[config.mk]
export PLATFORM = sky130hd
export DESIGN_NAME = fp32_mul_seq_flat
export DESIGN_NICKNAME = d
export VERILOG_FILES = /design/src/rtl/fp32_pkg.sv /design/src/rtl/fp32_mul_seq_if.sv /design/src/rtl/adder25.sv /design/src/rtl/fp32_mul_seq.sv /design/src/flat_wrapper.sv
export SDC_FILE = /design/constraint.sdc
export NUM_CORES = 1
export LEC_CHECK = 0
export BUFFER_PORTS_ARGS = -buffer_cell sky130_fd_sc_hd__clkbuf_2
export CAP_MARGIN = 20
export CORE_MARGIN = 4
export CORE_UTILIZATION = 45
export CTS_BUF_LIST = sky130_fd_sc_hd__clkbuf_8
export DETAILED_ROUTE_END_ITERATION = 6
export HOLD_SLACK_MARGIN = 0.06
export PLACE_DENSITY = 0.73
export SLEW_MARGIN = 20
export SYNTH_ARGS = -nofsm -noshare
export SYNTH_HDL_FRONTEND = slang
export SYNTH_SLANG_ARGS = --single-unit
[constraint.sdc]
create_clock -name clk -period 15 [get_ports clk]
set_input_delay 3 -clock clk [delete_from_list [all_inputs] [get_ports clk]]
set_output_delay 3 -clock clk [all_outputs]
set_load 0.01 [all_outputs]
[src/rtl/fp32_pkg.sv]
// Shared types and constants for the sequential binary32 multiplier.
// Flag indices match the bit positions of flags_o = {invalid, overflow, underflow, inexact}.
package fp32_pkg;

  localparam int MANT_W  = 24;
  localparam int BIAS    = 127;
  localparam int EXP_MAX = 255;

  localparam logic [31:0] QNAN    = 32'h7FC0_0000;
  localparam logic [31:0] POS_INF = 32'h7F80_0000;

  typedef struct packed {
    logic        sign;
    logic [7:0]  exp;
    logic [22:0] frac;
  } fp32_t;

  typedef enum logic [2:0] {
    S_IDLE,
    S_UNPACK,
    S_MULT,
    S_NORM,
    S_ROUND
  } fsm_e;

  typedef enum logic [1:0] {
    FLAG_INEXACT   = 2'd0,
    FLAG_UNDERFLOW = 2'd1,
    FLAG_OVERFLOW  = 2'd2,
    FLAG_INVALID   = 2'd3
  } flag_idx_e;

endpackage

[src/rtl/fp32_mul_seq_if.sv]
// Request/response bundle of the sequential multiplier.
// The master drives operands and start; the slave returns ready, result and flags.
interface fp32_mul_seq_if;
  logic        start;
  logic        in_ready;
  logic [31:0] a_i;
  logic [31:0] b_i;
  logic        out_valid;
  logic [31:0] result_o;
  logic [3:0]  flags_o;

  modport master (
    output start, a_i, b_i,
    input  in_ready, out_valid, result_o, flags_o
  );

  modport slave (
    input  start, a_i, b_i,
    output in_ready, out_valid, result_o, flags_o
  );
endinterface

[src/rtl/adder25.sv]
// 25-bit ripple-carry adder used as the partial-product accumulator.
// The carry out of the top bit is dropped: the accumulator never exceeds 25 bits.
module adder25 (
  input  logic [24:0] a,
  input  logic [24:0] b,
  input  logic        cin,
  output logic [24:0] sum
);
  always_comb begin
    logic c;
    c   = cin;
    sum = '0;
    for (int i = 0; i < 25; i++) begin
      sum[i] = a[i] ^ b[i] ^ c;
      c      = (a[i] & b[i]) | (c & (a[i] ^ b[i]));
    end
  end
endmodule

[src/rtl/fp32_mul_seq.sv]
// Iterative binary32 multiplier: shift-and-add significand product, one bit per cycle,
// then normalise, round-to-nearest-even and pack. Subnormals flush to zero.
module fp32_mul_seq
  import fp32_pkg::*;
(
  input  logic           clk,
  input  logic           rst_n,
  fp32_mul_seq_if.slave  bus
);
  localparam logic [4:0] CNT_LAST = 5'(MANT_W - 1);

  fsm_e               state_reg, state_next;
  fp32_t              a_reg, b_reg;
  logic [48:0]        p_reg;
  logic [4:0]         cnt_reg;
  logic signed [9:0]  exp_reg;
  logic               sign_reg;
  logic               special_reg;
  logic [31:0]        special_res_reg;
  logic [3:0]         special_flags_reg;
  logic [22:0]        mant_reg;
  logic               guard_reg, sticky_reg;
  logic               out_valid_reg;
  logic [31:0]        result_reg;
  logic [3:0]         flags_reg;

  logic [23:0]        mant_a;
  logic [24:0]        acc_sum;
  logic               a_zero, b_zero, a_inf, b_inf, a_nan, b_nan, sign_next;
  logic               special_next;
  logic [31:0]        special_res_next;
  logic [3:0]         special_flags_next;
  logic               round_up;
  logic [23:0]        mant_rnd;
  logic signed [9:0]  exp_rnd;
  logic [31:0]        result_next;
  logic [3:0]         flags_next;

  assign mant_a = {|a_reg.exp, a_reg.frac};

  adder25 u_acc (
    .a   (p_reg[48:24]),
    .b   ({1'b0, mant_a}),
    .cin (1'b0),
    .sum (acc_sum)
  );

  always_comb begin
    a_zero    = (a_reg.exp == 8'h00);
    b_zero    = (b_reg.exp == 8'h00);
    a_inf     = (a_reg.exp == 8'hFF) && (a_reg.frac == '0);
    b_inf     = (b_reg.exp == 8'hFF) && (b_reg.frac == '0);
    a_nan     = (a_reg.exp == 8'hFF) && (a_reg.frac != '0);
    b_nan     = (b_reg.exp == 8'hFF) && (b_reg.frac != '0);
    sign_next = a_reg.sign ^ b_reg.sign;

    special_next       = 1'b1;
    special_res_next   = {sign_next, 31'b0};
    special_flags_next = '0;
    if (a_nan || b_nan || (a_inf && b_zero) || (a_zero && b_inf)) begin
      special_res_next                 = QNAN;
      special_flags_next[FLAG_INVALID] = 1'b1;
    end else if (a_inf || b_inf) begin
      special_res_next = POS_INF | {sign_next, 31'b0};
    end else if (!(a_zero || b_zero)) begin
      special_next = 1'b0;
    end
  end

  // A carry out of the rounded mantissa leaves its low 23 bits at zero, so only E moves.
  always_comb begin
    round_up = guard_reg & (sticky_reg | mant_reg[0]);
    mant_rnd = {1'b0, mant_reg} + 24'(round_up);
    exp_rnd  = exp_reg + 10'(mant_rnd[23]);

    result_next = {sign_reg, exp_rnd[7:0], mant_rnd[22:0]};
    flags_next  = '0;
    if (special_reg) begin
      result_next = special_res_reg;
      flags_next  = special_flags_reg;
    end else if (exp_rnd >= $signed(10'(EXP_MAX))) begin
      result_next                = POS_INF | {sign_reg, 31'b0};
      flags_next[FLAG_OVERFLOW]  = 1'b1;
      flags_next[FLAG_INEXACT]   = 1'b1;
    end else if (exp_rnd <= 10'sd0) begin
      result_next                = {sign_reg, 31'b0};
      flags_next[FLAG_UNDERFLOW] = 1'b1;
      flags_next[FLAG_INEXACT]   = 1'b1;
    end else begin
      flags_next[FLAG_INEXACT]   = guard_reg | sticky_reg;
    end
  end

  always_comb begin
    state_next = state_reg;
    case (state_reg)
      S_IDLE:   if (bus.start) state_next = S_UNPACK;
      S_UNPACK: state_next = S_MULT;
      S_MULT:   if (cnt_reg == CNT_LAST) state_next = S_NORM;
      S_NORM:   state_next = S_ROUND;
      S_ROUND:  state_next = S_IDLE;
      default:  state_next = S_IDLE;
    endcase
  end

  always_ff @(posedge clk or negedge rst_n) begin
    if (!rst_n) state_reg <= S_IDLE;
    else        state_reg <= state_next;
  end

  always_ff @(posedge clk or negedge rst_n) begin
    if (!rst_n) begin
      a_reg             <= '0;
      b_reg             <= '0;
      p_reg             <= '0;
      cnt_reg           <= '0;
      exp_reg           <= '0;
      sign_reg          <= 1'b0;
      special_reg       <= 1'b0;
      special_res_reg   <= '0;
      special_flags_reg <= '0;
      mant_reg          <= '0;
      guard_reg         <= 1'b0;
      sticky_reg        <= 1'b0;
      out_valid_reg     <= 1'b0;
      result_reg        <= '0;
      flags_reg         <= '0;
    end else begin
      out_valid_reg <= 1'b0;
      case (state_reg)
        S_IDLE: begin
          if (bus.start) begin
            a_reg <= bus.a_i;
            b_reg <= bus.b_i;
          end
        end
        S_UNPACK: begin
          sign_reg          <= sign_next;
          special_reg       <= special_next;
          special_res_reg   <= special_res_next;
          special_flags_reg <= special_flags_next;
          exp_reg           <= {2'b00, a_reg.exp} + {2'b00, b_reg.exp} - 10'(BIAS);
          p_reg             <= {25'b0, |b_reg.exp, b_reg.frac};
          cnt_reg           <= '0;
        end
        S_MULT: begin
          p_reg   <= p_reg[0] ? {1'b0, acc_sum, p_reg[23:1]} : {1'b0, p_reg[48:1]};
          cnt_reg <= cnt_reg + 5'd1;
        end
        S_NORM: begin
          if (p_reg[47]) begin
            mant_reg   <= p_reg[46:24];
            guard_reg  <= p_reg[23];
            sticky_reg <= |p_reg[22:0];
            exp_reg    <= exp_reg + 10'sd1;
          end else begin
            mant_reg   <= p_reg[45:23];
            guard_reg  <= p_reg[22];
            sticky_reg <= |p_reg[21:0];
          end
        end
        S_ROUND: begin
          result_reg    <= result_next;
          flags_reg     <= flags_next;
          out_valid_reg <= 1'b1;
        end
        default: ;
      endcase
    end
  end

  assign bus.in_ready  = (state_reg == S_IDLE);
  assign bus.out_valid = out_valid_reg;
  assign bus.result_o  = result_reg;
  assign bus.flags_o   = flags_reg;
endmodule
[src/flat_wrapper.sv]
// flat-port wrapper written by rule: the top's interface ports become plain ports
module fp32_mul_seq_flat import fp32_pkg::*;
  (clk, rst_n, bus_start, bus_a_i, bus_b_i, bus_in_ready, bus_out_valid, bus_result_o, bus_flags_o);
  fp32_mul_seq_if bus_i ();
  input  logic clk;
  input  logic rst_n;
  input wire logic [$bits(bus_i.start)-1:0] bus_start;
  input wire logic [$bits(bus_i.a_i)-1:0] bus_a_i;
  input wire logic [$bits(bus_i.b_i)-1:0] bus_b_i;
  output wire logic [$bits(bus_i.in_ready)-1:0] bus_in_ready;
  output wire logic [$bits(bus_i.out_valid)-1:0] bus_out_valid;
  output wire logic [$bits(bus_i.result_o)-1:0] bus_result_o;
  output wire logic [$bits(bus_i.flags_o)-1:0] bus_flags_o;
  assign bus_i.start = bus_start;
  assign bus_i.a_i = bus_a_i;
  assign bus_i.b_i = bus_b_i;
  assign bus_in_ready = bus_i.in_ready;
  assign bus_out_valid = bus_i.out_valid;
  assign bus_result_o = bus_i.result_o;
  assign bus_flags_o = bus_i.flags_o;
  fp32_mul_seq u_core (.clk(clk), .rst_n(rst_n), .bus(bus_i));
endmodule
After elaboration in Yosys (flattened, before gate mapping):

Index checks and enable logic that the tools add are counted.

* flip-flop bits (word level): 228
* latch bits: 0
* RAM bits: 0
* ROM bits: 0
* output and inout port bits: 38
* word-level logic and storage cells: 215
* memories: 0

* add/sub/neg operators: 6
* $mul: 0
* div/mod/pow operators: 0
* $lt $le $gt $ge: 2
* eq/ne operators: 10
* shift operators: 0
* mux-type cells: 28
* bitwise gates (word level): 122
* reduce and logical (&&, ||, !) cells: 27

Operators with widths (count)
* $pmux W49 S2: 1
* $mux W31: 3
* $mux W32: 2
* $xor A1 B1 Y1: 49
* $and A1 B1 Y1: 48
* $mux W48: 1
* $logic_not A23 Y1: 2
* $reduce_bool A23 Y1: 2
* $or A1 B1 Y1: 25
* $add A23 B1 Y24: 1
* $mux W23: 1
* $reduce_or A23 Y1: 1
* $reduce_or A22 Y1: 1
* $pmux W10 S2: 1
* $eq A8 B8 Y1 const B: 2
* $logic_not A8 Y1: 2
* $reduce_or A8 Y1: 2
* $mux W1: 13
* $pmux W3 S4: 1
* $add A10 B1 Y10: 1
* $add A10 B2 Y10 const B: 1
* $ge A10 B9 Y1 const B: 1
* $le A10 B1 Y1 const B: 1
* $mux W10: 1
* other kinds (16): 32

Longest topological paths before layout:

Gate-level depths: netlist of the first run.

* word-level depth: 50
* depth in mapped cells: 28
* mapped depth without buffers: 28

Modules after synthesis:

A second synthesis of the first run with hierarchy kept.

* cells, all modules: 935
* area total of the unflattened synthesis: 10015.9 µm²

By module, submodules not included
* fp32_mul_seq: times used 1, cells an instance 905, area each 9492.9 µm², sequential area each 4929.7 µm²
* adder25: times used 1, cells an instance 30, area each 523.0 µm², sequential area each 0.0 µm²

Worst setup path after synthesis of the first run:

No wires, ideal clock.

* path type: register to register
* from: reg u_core.p_reg[24]
* to: reg u_core.p_reg[46]
* arrival: 9.407 ns
* setup slack: 5.459 ns
* cell stages (with the launch flop): 29
* path buffers: 0
* period minus slack after synthesis: 9.541 ns
* path through: dfrtp_1 -> ha_1 -> fa_1 -> fa_1 -> fa_1 -> fa_1 -> fa_1 -> fa_1 -> fa_1 -> fa_1 -> fa_1 -> fa_1 -> fa_1 -> fa_1 -> fa_1 -> fa_1 -> fa_1 -> fa_1 -> fa_1 -> fa_1 -> fa_1 -> fa_1 -> fa_1 -> inv_1 -> fa_1 -> inv_1 -> fa_1 -> mux2i_1 -> o21ai_0

* longest elaborated chain between the ends: 48

Ends and longest elaborated chain
* from (decl): line fp32_mul_seq.sv:14 `logic [48:0] p_reg;`
* from (signal assigned): line fp32_mul_seq.sv:143 `p_reg <= {25'b0, |b_reg.exp, b_reg.frac};`
* from (signal assigned): line fp32_mul_seq.sv:147 `p_reg <= p_reg[0] ? {1'b0, acc_sum, p_reg[23:1]} : {1'b0, p_reg[48:1]};`
* $and A1 B1 Y1 (2 in series): line adder25.sv:15 `c = (a[i] & b[i]) | (c & (a[i] ^ b[i]));`
* $or A1 B1 Y1: line adder25.sv:15
* $and A1 B1 Y1: line adder25.sv:15
* $or A1 B1 Y1: line adder25.sv:15
* $and A1 B1 Y1: line adder25.sv:15
* $or A1 B1 Y1: line adder25.sv:15
* $and A1 B1 Y1: line adder25.sv:15
* $or A1 B1 Y1: line adder25.sv:15
* (+31 left out)
* $or A1 B1 Y1: line adder25.sv:15
* $and A1 B1 Y1: line adder25.sv:15
* $or A1 B1 Y1: line adder25.sv:15
* $and A1 B1 Y1: line adder25.sv:15
* $or A1 B1 Y1: line adder25.sv:15
* $xor A1 B1 Y1: line adder25.sv:14 `sum[i] = a[i] ^ b[i] ^ c;`
* $mux W48: line fp32_mul_seq.sv:147
* $pmux W49 S2: line fp32_mul_seq.sv:130 `case (state_reg)`

No other way between the ends. The select of a mux whose other input is x is not followed.
A chain may end at the register's enable or synchronous reset.

Final worst setup path of the first run:

Same ends and word-level chain as after synthesis.

==> flow_summary.json, run 1 <==
{
  "finalMaxSlewViolations": 0,
  "synth.top_cells.by_area": "dfrtp_1 (48%), mux2_2 (7.2%), nand2_1 (5.4%)",
  "finalInstanceArea_um2": 11300,
  "synth_top_area_share": 0.485,
  "cts_setup_buffers": 0,
  "largest_register_ffs": 48,
  "io_pins": 105,
  "status": "finished, final reports clean",
  "grt-ovfl-total": 0,
  "min_path_type": "register to register",
  "crit_slowest_cell": "fa_1",
  "synth.yosys.seq_area_share": 0.485,
  "synth_area_um2": 10200,
  "worst_ep_arrival_time_ns": 10.30,
  "nets": 1141,
  "clockRootBuffer": "clkbuf_8",
  "htree_levels": 4,
  "worstSkewPairLatency_ns": 0.46,
  "cp-start-kind": "register",
  "reg2regPathDepth": 28,
  "layout-drive-gt1-share": 0.240,
  "clockBufferDepth": 2,
  "antenna_found_initial": 1,
  "numCtsBuffers": 17,
  "syn_nets": 1057,
  "die_w_um": 158,
  "min_period_ns": 9.92,
  "hold_violations": 0,
  "sw_frac_of_total": 0.421,
  "row_count": 54,
  "cts.sinks": 197,
  "fillers": 1959,
  "yosysMostFrequentCell": "dfrtp_1",
  "cts_tree": "done",
  "setup_slack_ns": 5.08,
  "power_frac_seq": 0.416,
  "gp_congestion": 0.862,
  "dr.pass1.iters": 4,
  "power.density_nw_per_um2": 212,
  "port_buffers": 104,
  "worst_path_most_repeated_cell": "fa_1",
  "coreArea_um2": 22000,
  "synthTopCellsByCount": "dfrtp_1 (197), nand2_1 (145), o21ai_0 (70), mux2_2 (65), nand3_1 (52)",
  "max_freq_mhz": 101,
  "setup_viol": 0,
  "synth_edf_count": 0,
  "leakage_nw": 4.98,
  "drt-wirelength-per-cell_um": 16.2,
  "dp.final_hpwl_um": 15500,
  "ys.flop_type": "dfrtp_1",
  "grt_max_degree": 116,
  "endpoint_kind": "register",
  "synth.distinct_cells": 63,
  "max_slew_margin": 0.390,
  "synth_largest_area_cell": "dfrtp_1",
  "dpl_cell_area_um2": 10900,
  "rsz0062_at_grt": "false",
  "cpPeakStageDelay_ns": 0.47,
  "tns_ns": 0,
  "critPathKind": "register to register",
  "worstHoldPathCells": 2,
  "path_clk_slew_ns": 0.11,
  "cts_hold_buf": 0,
  "grt_use_total": 0.178,
  "ant_nets": 0,
  "cts-resized-gates": 0,
  "drc": 0,
  "p_int_mw": 1.39,
  "total_power_mw": 2.40,
  "die_area_um2": 25100,
  "drt_first_iter_violations": 457,
  "utilization": 0.514,
  "finalClockSkew_ns": 0.0163,
  "required_ns": 15.38,
  "p_clk_frac": 0.150,
  "fin_crit_sh": 0.662,
  "p_sw_mw": 1.01,
  "comb_power_share": 0.434,
  "vias": 7313,
  "worst_slew_pin_slew_ns": 0.915,
  "start_util": 0.462,
  "finalWirelength_um": 21500,
  "vdd_drop_max_uv": 105,
  "syn2layout_area_growth_pct": 11.4,
  "dp_worst_setup_slack_ns": 5.13,
  "grt_pass1_vias": 7216,
  "grt_pass1_wl_um": 36400,
  "ys_ff_latch": 197,
  "netlist_instances": 950,
  "avgSynthCellArea_um2": 10.7,
  "maxCapViolCount": 0,
  "async_flop_share": 1.00,
  "die_h_um": 158,
  "antennaDiodeCount": 0,
  "worst-path-max-fanout": 5,
  "yosysWarnings": 0,
  "viasPerCell": 5.51
}
[worst max-delay path: cells and delay by family (launching register included)]
kind	cells	cell delay, ns
adders and majority gates	24	9.07
DFF	1	0.44
AOI/OAI and AO/OA	1	0.16
buffers and inverters	2	0.13
muxes	1	0.06
[layer usage]
layer / up-vias / wire length [um] / GRT usage
met2: 141 / 9830 / 0.274
met3: 21 / 813 / 0.0340
met5: - / 13 / 0
met4: 2 / 257 / 0.0398
met1: 3560 / 10600 / 0.263
li1: 3589 / - / -
[kinds of logic (layout without fill, tap and decap cells)]
group,count (synthesis),after routing,synth area share
xor+xnor,38,38,0.0327
compound gates,176,176,0.118
flops,197,197,0.485
buf+inv,63,160,0.0278
simple gates,322,322,0.150
mux,114,114,0.120
fa+ha+maj,40,40,0.0669
[layout make-up]
class | count | area [um2] | share of cell area
clock buffers | 17 | 234 | 0.0207
clock inverters | 15 | 185 | 0.0163
inverters | 14 | 52.6 | 0.00464
multi-input cells | 690 | 4970 | 0.439
flip-flops and latches | 197 | 4930 | 0.435
well taps | 280 | 350 | 0.0309
repair buffers | 114 | 608 | 0.0537
[path summary, 6_finish.rpt]
kind                                                     start                             endpoint  slack [ns]
setup / recovery                  u_core.p_reg[24]$_DFFE_PN0P_         u_core.p_reg[46]$_DFFE_PN0P_        5.08
hold / removal             u_core.bus.result_o[10]$_DFFE_PN0P_  u_core.bus.result_o[10]$_DFFE_PN0P_        0.49
setup reg to reg                  u_core.p_reg[24]$_DFFE_PN0P_         u_core.p_reg[46]$_DFFE_PN0P_        5.08
hold reg to reg            u_core.bus.result_o[10]$_DFFE_PN0P_  u_core.bus.result_o[10]$_DFFE_PN0P_        0.49
max in group asynchronous                                rst_n         u_core.p_reg[35]$_DFFE_PN0P_       11.10
min in group asynchronous                                rst_n          u_core.b_reg[4]$_DFFE_PN0P_        2.64
[stage by stage]
step	hold slack [ns]	cells
finish	0.487	1327
CTS	0.492	1327
global placement	0.458	1295
floorplan	0.445	950
detailed placement	0.466	1295
global route	0.510	1327
[power groups by stage]
stage | registers [mW] | logic, mW | clock network (mW)
global route | 1.04 | 1.19 | 0.391
floorplan | 0.943 | 0.821 | 0
global placement | 0.998 | 1.02 | 0
finish | 0.999 | 1.04 | 0.359
CTS | 0.997 | 1.05 | 0.369
detailed placement | 1.01 | 1.04 | 0
[cells in the final DEF (no fill, tap or decap), drive strengths merged, types with 4 or more instances in the layout]
master and n:
buf 10, dfrtp 197, mux2 65, o311ai 4
xnor2 19, or4 4, a22oi 29, and4 4
ha 16, nand2 147, a21oi 16, o21a 4
nand3 52, o21ai 91, a211oi 5, nand4 16
and3 5, or3 5, fa 24, a31oi 5
clkbuf 121, nor2 38, nor3 15, xor2 19
mux2i 49, inv 21, nor4 19, clkinv 4
No activity file was read; power rests on OpenSTA's default activity.
==> run 2: changes to the inputs <==
- PLACE_DENSITY: 0.73 -> 0.75
- clock period: 15 -> 8 ns (I/O delays scaled with it)
==> run 2 against run 1 <==
The run now ends with negative setup slack left. Cell area rose by 0.67%. Utilization rose by 0.35 points. Power rose by 89%. First-iteration DRC count rose by 0.88%. Maximum frequency rose by 11%. Critical endpoint unchanged. Largest power group unchanged.
==> flow_summary.json, run 2 (same netlist as run 1, synthesis figures left out) <==
{
  "largest_register_ffs": 48,
  "grt_pass1_vias": 7298,
  "nets": 1150,
  "utilization": 0.518,
  "p_sw_mw": 1.95,
  "io_pins": 105,
  "worst_slew_pin_slew_ns": 0.979,
  "grt_max_degree": 120,
  "gp_congestion": 0.850,
  "viasPerCell": 5.60,
  "grt_use_total": 0.187,
  "clockRootBuffer": "clkbuf_8",
  "total_power_mw": 4.53,
  "maxCapViolCount": 0,
  "cp-start-kind": "register",
  "die_w_um": 158,
  "antennaDiodeCount": 0,
  "dr.pass1.iters": 5,
  "htree_levels": 4,
  "finalMaxSlewViolations": 0,
  "setup_slack_ns": -0.909,
  "p_int_mw": 2.58,
  "syn2layout_area_growth_pct": 12.1,
  "tns_ns": -2.81,
  "power_frac_seq": 0.414,
  "die_area_um2": 25100,
  "dp_worst_setup_slack_ns": -0.889,
  "cts_tree": "done",
  "p_clk_frac": 0.136,
  "vdd_drop_max_uv": 184,
  "fillers": 1967,
  "layout_commonest_cell": "dfrtp_1",
  "required_ns": 8.35,
  "drc": 0,
  "start_util": 0.462,
  "path_buf_inv": 2,
  "max_freq_mhz": 112,
  "crit_slowest_cell": "fa_1",
  "drt_first_iter_violations": 461,
  "endpoint_kind": "register",
  "finalClockSkew_ns": 0.0174,
  "numCtsBuffers": 17,
  "clockBufferDepth": 2,
  "fin_crit_sh": 1.11,
  "grt-ovfl-total": 0,
  "antenna_found_initial": 1,
  "die_h_um": 158,
  "hp-start": "u_core.bus.result_o[17]$_DFFE_PN0P_",
  "max_slew_margin": 0.348,
  "dp.final_hpwl_um": 16400,
  "hold_violations": 0,
  "drt-wirelength-per-cell_um": 16.9,
  "layout_common_cells": "dfrtp_1 (197), nand2_1 (145), clkbuf_2 (103), o21ai_0 (68), mux2_2 (65)",
  "min_period_ns": 8.91,
  "critPathKind": "register to register",
  "ant_nets": 0,
  "comb_power_share": 0.450,
  "vias": 7487,
  "r2r_start": "u_core.a_reg[0]$_DFFE_PN0P_",
  "cp_top_family": "adder cells",
  "port_buffers": 104,
  "sw_frac_of_total": 0.431,
  "worst_path_most_repeated_cell": "fa_2",
  "setup_viol": 5,
  "path_clk_slew_ns": 0.11,
  "leakage_nw": 4.97,
  "startpoint": "u_core.a_reg[0]$_DFFE_PN0P_",
  "grt_pass1_wl_um": 37700,
  "worst_ep_arrival_time_ns": 9.26,
  "violations": "negative setup slack",
  "worstSkewPairLatency_ns": 0.48,
  "row_count": 54,
  "power.density_nw_per_um2": 397,
  "min_path_type": "register to register",
  "rsz0062_at_grt": "true",
  "coreArea_um2": 22000,
  "status": "finished with violations",
  "cts.sinks": 197,
  "finalWirelength_um": 22600,
  "cpPeakStageDelay_ns": 0.42,
  "layout-drive-gt1-share": 0.268,
  "worst-path-max-fanout": 2
}
[run 2: cell types whose count changed in the layout (fill, tap and decap cells not counted)]
cell,before,now
inv_2,0,1
bufinv_16,2,0
o21ai_0,70,68
o21ai_1,0,2
buf_4,9,18
ha_2,0,1
ha_1,16,15
inv_1,13,12
fa_2,0,21
clkinv_4,1,2
fa_1,24,3
clkinv_2,1,2
[run 2: worst register-to-register path, delay by kind of cell (launching register included)]
kind / cells / cell delay (ns)
buf+inv: 2 / 0.11
fa+ha+maj: 24 / 8.08
compound gates: 1 / 0.07
flops: 1 / 0.41
mux: 1 / 0.15
[run 2: final timing paths]
path / end / slack [ns] / cells past startpoint
max: u_core.p_reg[46]$_DFFE_PN0P_ / -0.91 / 28
min: u_core.bus.result_o[17]$_DFFE_PN0P_ / 0.49 / 2
max reg2reg: u_core.p_reg[46]$_DFFE_PN0P_ / -0.91 / 28
min reg2reg: u_core.bus.result_o[17]$_DFFE_PN0P_ / 0.49 / 2
max in group asynchronous: u_core.bus.flags_o[0]$_DFFE_PN0P_ / 5.44 / 2
min in group asynchronous: u_core.b_reg[10]$_DFFE_PN0P_ / 1.23 / 1
[run 2: layout make-up]
class | instances | area (um2) | share of cell area
Clock buffer | 17 | 234 | 0.0205
Clock inverter | 15 | 139 | 0.0122
Inverter | 14 | 52.6 | 0.00461
Multi-Input combinational cell | 690 | 5020 | 0.440
Sequential cell | 197 | 4930 | 0.432
Tap cell | 280 | 350 | 0.0307
Timing Repair Buffer | 123 | 676 | 0.0592
[run 2: timing repair]
action | CTS | global route
hold buffers | 0 | 0
setup buffers | 0 | 1
pin swaps | 0 | 0
setup endpoints to repair | 5 | 5
endpoints found under the hold margin | 0 | 0
resized for setup | 1 | 0
[run 2: routing by layer]
metal,track usage,routed length (um)
met3,0.0383,1190
met1,0.268,10500
met2,0.286,10400
met4,0.0621,480
met5,0,11
[run 2: stage by stage]
| stage | cells | cell area, um2 | hold slack [ns] |
|---|---|---|---|
| finish | 1336 | 11400 | 0.490 |
| global placement | 1303 | 11000 | 0.458 |
| detailed placement | 1303 | 11000 | 0.473 |
| CTS | 1335 | 11400 | 0.496 |
| floorplan | 950 | 10200 | 0.445 |
| global route | 1336 | 11400 | 0.517 |
[run 2: power by group through the flow]
stage          Combinational, mW  Clock, mW  Sequential [mW]
3_3_place_gp                1.97          0             1.86
2_1_floorplan               1.55          0             1.78
6_report                    2.04      0.615             1.88
5_1_grt                     2.31      0.670             1.94
3_5_place_dp                2.04          0             1.90
4_1_cts                     2.05      0.633             1.87
